`src/rtl/osc_acq_seq.sv`:
```
// Scope acquisition sequencer: arm, pre-trigger fill, trigger qualification, post-trigger delay.
// Define ACQ_IRQ_EN to enable the acquisition-done interrupt; otherwise irq_o is tied low.
module osc_acq_seq #(
  parameter int AW    = 14,
  parameter int DEB_W = 20,
  parameter int DECW  = 17
) (
  input  logic             clk0,
  input  logic             rstn,
  input  logic             arm_i,
  input  logic             abort_i,
  input  logic [2:0]       trig_src_i,
  input  logic             sw_trig_i,
  input  logic             adc_cmp_i,
  input  logic             ext_trig_i,
  input  logic             asg_trig_i,
  input  logic [DEB_W-1:0] deb_len_i,
  input  logic [DECW-1:0]  dec_i,
  input  logic [AW-1:0]    pretrig_i,
  input  logic [31:0]      dly_i,
  input  logic             irq_ack_i,
  output logic             wr_en_o,
  output logic [AW-1:0]    wr_ptr_o,
  output logic [AW-1:0]    trig_ptr_o,
  output logic             trig_o,
  output logic             src_clr_o,
  output logic [2:0]       state_o,
  output logic             irq_o
);

  localparam logic [2:0] S_IDLE = 3'd0;
  localparam logic [2:0] S_PRE  = 3'd1;
  localparam logic [2:0] S_WAIT = 3'd2;
  localparam logic [2:0] S_POST = 3'd3;
  localparam logic [2:0] S_DONE = 3'd4;

  logic [2:0]       state_reg;
  logic [DECW-1:0]  dec_cnt_reg;
  logic [AW-1:0]    pre_cnt_reg;
  logic [31:0]      post_cnt_reg;
  logic [AW-1:0]    wr_ptr_reg;
  logic [AW-1:0]    trig_ptr_reg;
  logic             trig_reg;
  logic             src_clr_reg;

  logic             adc_q_reg, adc_q2_reg;
  logic             ext_s1_reg, ext_s2_reg;
  logic             deb_level_reg, deb_prev_reg;
  logic [DEB_W-1:0] deb_cnt_reg;

  logic [DECW-1:0]  dec_last;
  logic             strobe;
  logic             active;
  logic             wr_en;
  logic             trig_ev;

  // A decimation factor of 0 behaves like 1, so the last count is 0 in both cases.
  assign dec_last = (dec_i == '0) ? '0 : dec_i - DECW'(1);
  assign strobe   = (dec_cnt_reg >= dec_last);
  assign active   = (state_reg == S_PRE) || (state_reg == S_WAIT) || (state_reg == S_POST);
  assign wr_en    = rstn && active && strobe && !abort_i && !arm_i;

  always_comb begin
    trig_ev = 1'b0;
    case (trig_src_i)
      3'd1:    trig_ev = sw_trig_i;
      3'd2:    trig_ev = adc_q_reg && !adc_q2_reg;
      3'd3:    trig_ev = !adc_q_reg && adc_q2_reg;
      3'd4:    trig_ev = deb_level_reg && !deb_prev_reg;
      3'd5:    trig_ev = !deb_level_reg && deb_prev_reg;
      3'd6:    trig_ev = asg_trig_i;
      default: trig_ev = 1'b0;
    endcase
  end

  // Trigger front end: ADC edge register, EXT synchroniser and debounce.
  always_ff @(posedge clk0) begin
    if (!rstn) begin
      adc_q_reg     <= 1'b0;
      adc_q2_reg    <= 1'b0;
      ext_s1_reg    <= 1'b0;
      ext_s2_reg    <= 1'b0;
      deb_level_reg <= 1'b0;
      deb_prev_reg  <= 1'b0;
      deb_cnt_reg   <= '0;
    end else begin
      adc_q_reg    <= adc_cmp_i;
      adc_q2_reg   <= adc_q_reg;
      ext_s1_reg   <= ext_trig_i;
      ext_s2_reg   <= ext_s1_reg;
      deb_prev_reg <= deb_level_reg;
      if (deb_len_i == '0) begin
        deb_level_reg <= ext_s2_reg;
        deb_cnt_reg   <= '0;
      end else if (ext_s2_reg == deb_level_reg) begin
        deb_cnt_reg <= '0;
      end else if (deb_cnt_reg + DEB_W'(1) >= deb_len_i) begin
        deb_level_reg <= ext_s2_reg;
        deb_cnt_reg   <= '0;
      end else begin
        deb_cnt_reg <= deb_cnt_reg + DEB_W'(1);
      end
    end
  end

  always_ff @(posedge clk0) begin
    if (!rstn) begin
      state_reg    <= S_IDLE;
      dec_cnt_reg  <= '0;
      pre_cnt_reg  <= '0;
      post_cnt_reg <= '0;
      wr_ptr_reg   <= '0;
      trig_ptr_reg <= '0;
      trig_reg     <= 1'b0;
      src_clr_reg  <= 1'b0;
    end else begin
      trig_reg    <= 1'b0;
      src_clr_reg <= 1'b0;
      if (abort_i) begin
        state_reg   <= S_IDLE;
        dec_cnt_reg <= strobe ? '0 : dec_cnt_reg + DECW'(1);
      end else if (arm_i) begin
        state_reg   <= (pretrig_i == '0) ? S_WAIT : S_PRE;
        wr_ptr_reg  <= '0;
        dec_cnt_reg <= '0;
        pre_cnt_reg <= '0;
      end else begin
        dec_cnt_reg <= strobe ? '0 : dec_cnt_reg + DECW'(1);
        if (wr_en)
          wr_ptr_reg <= wr_ptr_reg + AW'(1);
        case (state_reg)
          S_PRE: begin
            if (strobe) begin
              pre_cnt_reg <= pre_cnt_reg + AW'(1);
              if (pre_cnt_reg + AW'(1) == pretrig_i)
                state_reg <= S_WAIT;
            end
          end
          S_WAIT: begin
            // Pointer captured before this cycle's increment.
            if (trig_ev) begin
              trig_reg     <= 1'b1;
              src_clr_reg  <= 1'b1;
              trig_ptr_reg <= wr_ptr_reg;
              post_cnt_reg <= '0;
              state_reg    <= (dly_i == 32'd0) ? S_DONE : S_POST;
            end
          end
          S_POST: begin
            if (strobe) begin
              post_cnt_reg <= post_cnt_reg + 32'd1;
              if (post_cnt_reg + 32'd1 == dly_i)
                state_reg <= S_DONE;
            end
          end
          default: ;
        endcase
      end
    end
  end

`ifdef ACQ_IRQ_EN
  logic [2:0] state_prev_reg;
  logic       irq_reg;
  logic       done_entry;

  assign done_entry = (state_reg == S_DONE) && (state_prev_reg != S_DONE);

  // A fresh DONE entry wins over a simultaneous acknowledge.
  always_ff @(posedge clk0) begin
    if (!rstn) begin
      state_prev_reg <= S_IDLE;
      irq_reg        <= 1'b0;
    end else begin
      state_prev_reg <= state_reg;
      if (done_entry)
        irq_reg <= 1'b1;
      else if (irq_ack_i)
        irq_reg <= 1'b0;
    end
  end

  assign irq_o = irq_reg;
`else
  logic unused_irq_ack;
  assign unused_irq_ack = irq_ack_i;
  assign irq_o          = 1'b0;
`endif

  assign wr_en_o    = wr_en;
  assign wr_ptr_o   = wr_ptr_reg;
  assign trig_ptr_o = trig_ptr_reg;
  assign trig_o     = trig_reg;
  assign src_clr_o  = src_clr_reg;
  assign state_o    = state_reg;

endmodule

```
`config.mk`:
```
export PLATFORM = sky130hd
export DESIGN_NAME = osc_acq_seq
export DESIGN_NICKNAME = d
export VERILOG_FILES = /design/src/rtl/osc_acq_seq.sv
export SDC_FILE = /design/constraint.sdc
export NUM_CORES = 1
export LEC_CHECK = 0
export ABC_AREA = 1
export BUFFER_PORTS_ARGS = -buffer_cell sky130_fd_sc_hd__buf_2
export CAP_MARGIN = 20
export CORE_MARGIN = 5
export CORE_UTILIZATION = 55
export DETAILED_ROUTE_END_ITERATION = 12
export GPL_TIMING_DRIVEN = 1
export PLACE_DENSITY_LB_ADDON = 0.12
export SLEW_MARGIN = 10
export SYNTH_ARGS = -nofsm -noshare
export SYNTH_HDL_FRONTEND = slang
export SYNTH_SLANG_ARGS = --single-unit
```
`constraint.sdc`:
```
create_clock -name clk0 -period 4.8 [get_ports clk0]
set_input_delay 0.24 -clock clk0 [delete_from_list [all_inputs] [get_ports clk0]]
set_output_delay 0.24 -clock clk0 [all_outputs]
set_load 0.05 [all_outputs]
```
* Word level (Yosys, flattened, before mapping)
Index checks and enable logic that the tools add are counted.
** Operators by class
- Add/subtract/negate cells :: 6
- Order comparisons :: 2
- Equal/unequal tests :: 20
- Muxes and demuxes :: 26
- Bitwise operators :: 4
- Reduce and logical (&&, ||, !) cells :: 35
** Operators by type and width (number)
- $mux W14 :: 5
- $mux W17 :: 4
- $mux W32 :: 2
- $pmux W32 S2 :: 1
- $add A32 B1 Y32 const B :: 1
- $eq A32 B32 Y1 :: 1
- $logic_not A32 Y1 :: 1
- $add A14 B1 Y14 const B :: 2
- $mux W3 :: 7
- $add A20 B1 Y20 const B :: 1
- $ge A20 B20 Y1 :: 1
- $logic_not A20 Y1 :: 1
- $add A17 B1 Y17 const B :: 1
- $ge A17 B17 Y1 :: 1
- $logic_not A17 Y1 :: 1
- $sub A17 B1 Y17 const B :: 1
- $eq A14 B14 Y1 :: 1
- $logic_not A14 Y1 :: 1
- $eq A3 B2 Y1 const B :: 4
- $reduce_bool A2 Y1 :: 5
- $eq A3 B3 Y1 const B :: 3
- $ne A3 B3 Y1 const B :: 3
- $pmux W3 S3 :: 1
- $logic_and A1 B1 Y1 :: 8
- 18 further kinds :: 36
** Storage, ports and cells
- Flip-flop bits (word level) :: 121
- Input port bits :: 95
- Output and inout port bits :: 35
- Logic and storage cells :: 107

* Longest topological paths before layout
Gate-level depths: netlist (run 1).
- Depth in word-level cells :: 9
- Depth in mapped cells :: 26

* Worst setup path before layout (run 1)
Ideal clock, no wire load.
- Kind :: input to register
- Start point :: input port dec_i[1]
- End point :: register wr_ptr_reg[0], in the netlist wr_ptr_o[0]
- Arrival :: 3.617 ns
- Required time :: 4.729 ns
- Setup slack :: 1.112 ns
- Cell stages on the path :: 20
- Cell sequence :: nor2_1 -> nand2_1 -> nor3_1 -> inv_1 -> nor3_1 -> nand3_1 -> nor3_1 -> a21oi_1 -> nand3b_1 -> ha_1 -> nand2_1 -> inv_1 -> nand3_1 -> nor2_1 -> nand3b_1 -> nand4_1 -> nand3_1 -> nor2_1 -> o21ai_0 -> a21oi_1
** Between the ends
- Cells in the longest elaborated chain, start to end :: 8
- Elaborated cells on any way between the ends :: 9
- Those cells by class :: add/sub: 1; order compare: 1; mux: 1; reduce/logical: 6
** Ends and longest elaborated chain
- start: declaration :: line 18 : input logic [DECW-1:0] dec_i,
- $sub A17 B1 Y17 or $logic_not A17 Y1 (tied branches) :: line 58 : assign dec_last = (dec_i == '0) ? '0 : dec_i - DECW'(1);
- $mux W17 * :: line 58
- $ge A17 B17 Y1 * :: line 59 : assign strobe = (dec_cnt_reg >= dec_last);
- $logic_and A1 B1 Y1 * (3 in a row) :: line 61 : assign wr_en = rstn && active && strobe && !abort_i && !arm_i;
- via wr_en_o :: line 22 : output logic wr_en_o,
- $reduce_bool A2 Y1 (no line) *
- $reduce_and A2 Y1 (no line) *
- end signal: assignment :: line 130 : wr_ptr_reg <= wr_ptr_reg + AW'(1);
- end: declaration :: line 41 : logic [AW-1:0] wr_ptr_reg;
Mark *: on every way through the listed nets, which the timed path passes. The rest lies on a longest branch.
A chain may end at the register's enable or synchronous reset.

* Final worst setup path (run 1)
- Start point :: input port dec_i[2]
- End point :: output port wr_en_o
** Between the ends
- Cells in the longest elaborated chain, start to end :: 6
- Elaborated cells on any way between the ends :: 7
- Those cells by class :: add/sub: 1; order compare: 1; mux: 1; reduce/logical: 4
** Ends and longest elaborated chain (line)
- $sub A17 B1 Y17 or $logic_not A17 Y1 (tied branches) :: 58
- $mux W17 * :: 58
- $ge A17 B17 Y1 * :: 59
- $logic_and A1 B1 Y1 * (3 in a row) :: 61
- end: declaration :: 22
Mark *: on every way between the ends. The rest lies on a longest branch, timed or not.

==> results of run 1 <==
[metal layers]
| layer | track usage (%) | vias to the layer above |
|---|---|---|
| li1 | - | 4775 |
| met1 | 30.3 | 3911 |
| met2 | 40.4 | 231 |
| met3 | 5.03 | 32 |
| met4 | 8.34 | 0 |
| met5 | 0 | - |
[placed cells by master, fill, tap and decap left out, types with 2 or more instances in the layout]
master      netlist  final
xnor3_1           2      2
nor2_8            2      2
or2_2             2      2
clkinvlp_4        0      4
o21ai_0          60     60
clkbuf_16         0     17
ha_1             43     43
nand2_1         363    363
nor3b_1           3      3
xnor2_2           2      2
o21a_1            5      5
and2_1            2      2
o21ai_1           2      2
a211oi_1         11     11
clkinv_1          2      2
inv_6             0      4
clkinv_4          0      3
nand2_2           6      6
bufinv_16         0      2
buf_2             3    127
xnor2_1          11     11
nand2_4           2      2
o21bai_1          3      3
nor3_1           27     27
dfxtp_1         121    121
nor4_1           14     14
nor2_2            3      3
nand3_1         102    102
nor2_4            4      4
and3_1            3      3
buf_4             2      5
a31oi_1           3      3
a21oi_1          92     92
nand4_1          30     30
xor2_1           34     34
inv_1           213    213
nand3b_1         11     11
nor2_1          194    194
[per-stage QoR]
stage	std cells	area, um2	power (uW)
2_1_floorplan	1414	8730	1190
6_report	1764	10100	2540
4_1_cts	1764	10100	2560
5_1_grt	1764	10100	2650
3_5_place_dp	1731	9540	1280
3_3_place_gp	1731	9540	1270
[what timing repair did]
item | in CTS | in global routing
buffers inserted | 0 | 0
endpoints found under the hold margin | 1 | 0
hold buffers | 1 | 0
[layout make-up]
type	count	area (um2)
clock buffers	17	425
flip-flops and latches	121	2420
fillers	1532	5570
clock inverters	15	168
repair buffers	133	683
well taps	216	270
inverters	215	807
multi-input cells	1047	5370
[critical path: stages]
cell,delay (ns)
buf_2,0.11
nor2_1,0.08
nand2_1,0.08
nor3_1,0.25
inv_1,0.08
nor3_1,0.37
nand3_1,0.16
nor3_1,0.35
a21oi_1,0.10
nand3b_1,0.18
ha_1,0.31
nand2_1,0.05
inv_1,0.08
nand3_1,0.09
nor2_1,0.14
nand3b_1,0.09
nand4_1,0.26
nand3_1,0.15
nor2_1,0.22
buf_2,0.31
[worst max path at each step]
stage / from / endpoint / cells past startpoint
floorplan: dec_i[1] / wr_ptr_o[0] / 20
global placement: dec_i[2] / wr_ptr_o[13] / 24
detailed placement: dec_i[2] / wr_ptr_o[13] / 24
CTS: deb_cnt_reg[0] / deb_cnt_reg[7] / 21
global route: deb_cnt_reg[0] / deb_cnt_reg[7] / 21
finish: dec_i[2] / wr_en_o / 20
[logic make-up (layout without fill, tap and decap cells)]
logic type | count (synthesis) | count (layout)
AOI/OAI and AO/OA | 180 | 180
xor gates and xnor gates | 50 | 50
adders and majority gates | 43 | 43
buffers and inverters | 246 | 380
DFF | 121 | 121
other | 1 | 1
and+or+nand+nor | 773 | 773
[power groups by stage]
stage	clock network (uW)	logic (uW)	registers, uW
2_1_floorplan	0	138	1050
3_3_place_gp	0	226	1050
3_5_place_dp	0	229	1050
4_1_cts	1300	231	1030
5_1_grt	1360	263	1030
6_report	1280	230	1030
[Yosys cell counts (all sizes together)]
master / number / area, um2
o21bai: 3 / 22.5
dfxtp: 121 / 2420
nor3: 28 / 145
xnor2: 13 / 129
nor2: 203 / 832
clkinv: 2 / 7.51
and3: 3 / 18.8
a21oi: 92 / 460
nor3b: 3 / 22.5
nor4: 14 / 87.6
nand3b: 12 / 93.8
o211a: 1 / 10.0
and2: 2 / 12.5
o21ai: 62 / 310
a21boi: 1 / 7.51
ha: 43 / 538
inv: 213 / 800
conb: 1 / 3.75
xor3: 1 / 23.8
a31oi: 3 / 18.8
buf: 5 / 30.0
or2: 3 / 18.8
o211ai: 1 / 7.51
xor2: 34 / 298
o22ai: 1 / 6.26
or3: 1 / 6.26
a211oi: 11 / 82.6
xnor3: 2 / 45.0
nand2: 371 / 1420
o21a: 5 / 37.5
nand4: 30 / 188
nand3: 103 / 521
clkbuf: 26 / 98.8
==> impl_metrics.json, run 1 <==
{
  "status": "finished, final reports clean",
  "hold_viol": 0,
  "cts_tree": "built",
  "setup_viol": 0,
  "synth-xor-area-share_pct": 5.68,
  "power_density_mw_per_mm2": 250,
  "synth_fa_ha_area_share_pct": 6.16,
  "synth-simple-area-share_pct": 38.6,
  "cts_buffers": 17,
  "drive_above_1_share_pct": 12.1,
  "detail-route-antenna-nets": 0,
  "grt_pass1_vias": 8105,
  "worst_slew_pin_slew_ns": 1.01,
  "grt_max_degree": 43,
  "drv_slew": 0,
  "maxCapViolations": 0,
  "coreArea_mm2": 0.0157,
  "clockBufferDepth": 2,
  "min_from": "ext_trig_i",
  "drc": 0,
  "syn_inst": 1414,
  "dpl_worst_slack_ns": 0.565,
  "synth-compound-area-share_pct": 11.0,
  "synth_cell_types": 46,
  "port_buffers": 127,
  "fin_tns_setup_ns": 0,
  "wl_met2_mm": 10.1,
  "overflow": 0,
  "initial_core_util_pct": 55.5,
  "die_y_um": 136,
  "r2r-start": "deb_cnt_reg[0]",
  "h-tree-depth": 4,
  "max_freq_mhz": 254,
  "gp_congestion": 0.970,
  "ys_seq_area_share_pct": 27.8,
  "grt_first_pass_wirelength_mm": 36.1,
  "drt-vias-per-instance": 5.07,
  "hold_end": "ext_s1_reg",
  "reg2reg_depth": 21,
  "arrival_ns": 3.70,
  "max_slew_margin_pct": 32.5,
  "drtIter0Drc": 521,
  "holdCritPathClass": "in -> reg",
  "post_cts_resized": 0,
  "synth_top_family_by_area": "simple AND/OR/NAND/NOR gates",
  "worst-path-max-fanout": 7,
  "antenna_found_initial": 0,
  "critPathKind": "in -> out",
  "grt_usage_pct": 23.9,
  "clockRootBuffer": "clkbuf_16",
  "syn2layout_area_growth_pct": 16.2,
  "whs_ns": 0.0431,
  "worstSkewPairLatency_ns": 0.42,
  "endpoint_kind": "output pin",
  "placementRows": 46,
  "fin_ws_ns": 0.857,
  "muxShareOfSynthArea_pct": 0,
  "clock_skew_ns": 0.00700,
  "cellInternalPower_uw": 1880,
  "power_frac_seq_pct": 40.4,
  "start_kind": "input pin",
  "wl_met1_mm": 10.1,
  "clock-sinks": 121,
  "combPwrFrac_pct": 9.1,
  "synthesis.area_mm2": 0.00873,
  "irDropWorstVdd_uv": 259,
  "leakage_uw": 0.00475,
  "fin_util_pct": 64.6,
  "synth_warnings": 0,
  "dieArea_mm2": 0.0185,
  "synthesis.nets": 1552,
  "p_sw_uw": 663,
  "die_w_um": 136,
  "clockPowerShare_pct": 50.5,
  "post_drt_wl_per_cell_um": 12.5,
  "fin_crit_sh_pct": 82.1,
  "r2r_end": "deb_cnt_reg[7]",
  "routed.top_layer": "met4",
  "largest_register_ff_count": 32,
  "fin_crit_ns": 3.94,
  "r2r_slack_ns": 0.91,
  "avgSynthCellArea_um2": 6.17,
  "rsz0062_at_grt": "false",
  "nNetsFinal": 1673,
  "firstDrtPassIters": 5,
  "dp_hpwl_mm": 16.9,
  "wirelength_mm": 22.0,
  "wl_met3_mm": 1.37,
  "dr_total_vias": 8949,
  "ys_ff_latch": 121,
  "crit_required_ns": 4.56,
  "antennaDiodeCount": 0,
  "p_sw_share_pct": 26.1,
  "clk_pin_slew_ns": 0.06,
  "io_pins": 130,
  "holdPathStages": 3
}
Power figures use the tool's default switching activity.
==> run 2, diff against run 1 <==
--- a/config.mk
+++ b/config.mk
@@ -5,7 +5,7 @@
 export SDC_FILE = /design/constraint.sdc
 export NUM_CORES = 1
 export LEC_CHECK = 0
-export ABC_AREA = 1
+export ABC_AREA = 0
 export BUFFER_PORTS_ARGS = -buffer_cell sky130_fd_sc_hd__buf_2
 export CAP_MARGIN = 20
 export CORE_MARGIN = 5
==> constraint.sdc (replaced) <==
create_clock -name clk0 -period 4 [get_ports clk0]
set_input_delay 0.2 -clock clk0 [delete_from_list [all_inputs] [get_ports clk0]]
set_output_delay 0.2 -clock clk0 [all_outputs]
set_load 0.05 [all_outputs]
==> impl_metrics.json, run 2 <==
{
  "critPathKind": "in -> reg",
  "h-tree-depth": 4,
  "post_drt_wl_per_cell_um": 15.2,
  "fin_crit_ns": 3.86,
  "hold_viol": 0,
  "r2r_slack_ns": 0.48,
  "grt_use_met2_pct": 36.9,
  "crit_required_ns": 4.33,
  "fin_util_pct": 68.2,
  "max_slew_margin_pct": 53.6,
  "grt_max_degree": 35,
  "power_density_mw_per_mm2": 305,
  "clockRootBuffer": "clkbuf_16",
  "slowest_delay_ns": 0.50,
  "synth_area_leaders": "dfxtp_1 29%, ha_1 6.5%, xnor2_1 6.4%",
  "final_area_mm2": 0.00995,
  "clock_skew_ns": 0.00632,
  "leakage_uw": 0.00428,
  "crit_family": "simple AND/OR/NAND/NOR gates",
  "syn_inst": 1052,
  "fin_crit_sh_pct": 96.4,
  "clk_pin_slew_ns": 0.06,
  "grt_usage_pct": 23.4,
  "synth_cell_types": 79,
  "ys_seq_area_share_pct": 29.4,
  "grt_util_met3_pct": 5.34,
  "ys_ff_latch": 121,
  "synth-edff-count": 0,
  "arrival_ns": 4.18,
  "worst-path-max-fanout": 10,
  "whs_ns": 0.195,
  "clockBufferDepth": 2,
  "synth_top_area_cell": "dfxtp_1",
  "port_buffers": 127,
  "netlist_top_cells_count": "123 x nor2_1, 121 x dfxtp_1, 76 x nand2_1, 62 x a21oi_1, 60 x xnor2_1",
  "r2r-start": "deb_cnt_reg[0]",
  "synthesis.area_mm2": 0.00823,
  "drt-vias-per-instance": 5.74,
  "max_freq_mhz": 259,
  "wirelength_mm": 21.1,
  "antenna_found_initial": 0,
  "cts_buffers": 17,
  "holdPathStages": 2,
  "drv_slew": 0,
  "detail-route-antenna-nets": 0,
  "avgSynthCellArea_um2": 7.82,
  "grt_first_pass_wirelength_mm": 35.0,
  "irDropWorstVdd_uv": 323,
  "reg2reg_depth": 12,
  "die_w_um": 132,
  "maxCapViolations": 0,
  "r2r_end": "deb_cnt_reg[3]",
  "crit_chain": "buf_2 -> nor4_4 -> nand2_1 -> nor2_1 -> nand2_1 -> or4_1 -> or2_4 -> and2_1 -> ha_1 -> nand2b_4 -> a2111oi_4 -> o211ai_1 -> a221oi_4 -> buf_6 -> or3_1 -> buf_6 -> or4_1 -> a21oi_1",
  "overflow": 0,
  "placementRows": 44,
  "cts_tree": "built",
  "endpoint_kind": "flip-flop",
  "hold_end": "post_cnt_reg[28]",
  "final_cell_mix": "126 x buf_2, 123 x nor2_1, 121 x dfxtp_1",
  "drtIter0Drc": 525,
  "clock-sinks": 121,
  "firstDrtPassIters": 5,
  "nNetsFinal": 1330,
  "drive_above_1_share_pct": 18.6,
  "dr_total_vias": 7968,
  "worst_slew_pin_slew_ns": 0.694,
  "crit_slowest_cell": "or4_1",
  "synth_warnings": 0,
  "gr-max-usage-layer": "met2",
  "io_pins": 130,
  "synthesis.nets": 1190,
  "post-cts-setup-buffer-count": 0,
  "netlist.area_leader.share_pct": 29.4,
  "syn2layout_area_growth_pct": 20.9,
  "die_y_um": 132,
  "largest_register_ff_count": 32,
  "holdCritPathClass": "in -> reg",
  "synth_most_common_cell": "nor2_1",
  "place_area_mm2": 0.00925,
  "start_kind": "input pin",
  "setup_viol": 0,
  "drc": 0,
  "min_from": "rstn",
  "final_common_cell": "buf_2",
  "worstSkewPairLatency_ns": 0.42,
  "fin_ws_ns": 0.142,
  "coreArea_mm2": 0.0146,
  "grt_pass1_vias": 7334,
  "status": "finished, final reports clean",
  "initial_core_util_pct": 56.4,
  "ys.flop_type": "dfxtp_1",
  "async_flop_share_pct": 0,
  "antennaDiodeCount": 0,
  "worst-path-buf-inv": 3,
  "dpl_worst_slack_ns": -0.226,
  "dp_hpwl_mm": 15.7,
  "gp_congestion": 0.909,
  "dieArea_mm2": 0.0175,
  "grt.met1_usage_pct": 32.4
}
## run 2: changes by cell type after synthesis, sizes merged, moves of 19 or more
cell   previous run  this run
xnor2            13        60
and3              3        23
nor2b             0        20
a21o              0        19
xor2             34        57
a21oi            92        63
nand3           103        59
inv             213        37
nand2           371        76
nor2            203       124
## run 2: area by class of cell
class                   count  area [um2]
multi-input cells         843        5520
fillers                  1285        4640
flip-flops and latches    121        2420
repair buffers            171        1030
clock buffers              19         443
well taps                 184         230
clock inverters            13         159
inverters                  38         143
## run 2: how the worst max path moves through the flow
stage              from               end  depth (start not counted)
6_report       dec_i[5]  post_cnt_reg[12]                         18
2_1_floorplan  dec_i[5]        state_o[2]                         19
3_5_place_dp   dec_i[5]       wr_ptr_o[7]                         19
3_3_place_gp   dec_i[5]       wr_ptr_o[5]                         19
4_1_cts        dec_i[5]           wr_en_o                         16
5_1_grt        dec_i[5]  post_cnt_reg[16]                         18
## run 2: through the flow
stage	TNS (ns)	power [uW]	cells
finish	0	3040	1389
global route	-0.133	3150	1389
CTS	0	3050	1388
detailed placement	-8.05	1480	1354
global placement	-3.57	1480	1354
floorplan	0	1370	1052
## run 2: cell families (layout without fill, tap and decap cells)
kind of cell | after synthesis | count (layout) | synth area share (%)
XOR/XNOR | 117 | 117 | 12.5
buffers and inverters | 88 | 241 | 4.29
AND/OR/NAND/NOR | 469 | 469 | 30.3
flip-flops | 121 | 121 | 29.4
AO/OA/AOI/OAI | 194 | 194 | 14.6
adder cells (fa/ha/maj) | 43 | 43 | 6.54
other | 1 | 1 | 0.0456
multiplexers | 19 | 19 | 2.33
## run 2: routing by layer
layer,wire (um),vias to the layer above
met1,9860,3708
met5,0,-
met3,1230,25
met4,281,0
met2,9730,196
li1,-,4039
## run 2: where the power goes
group | switching (uW) | internal, uW
Sequential | 5.13 | 1210
Clock | 619 | 955
Combinational | 134 | 115
Total | 759 | 2280
## run 2: repair_timing
action | in CTS | in global routing
resized for setup | 0 | 13
hold buffers | 2 | 0
endpoints found under the setup margin | 0 | 18
hold endpoints to repair | 2 | 0
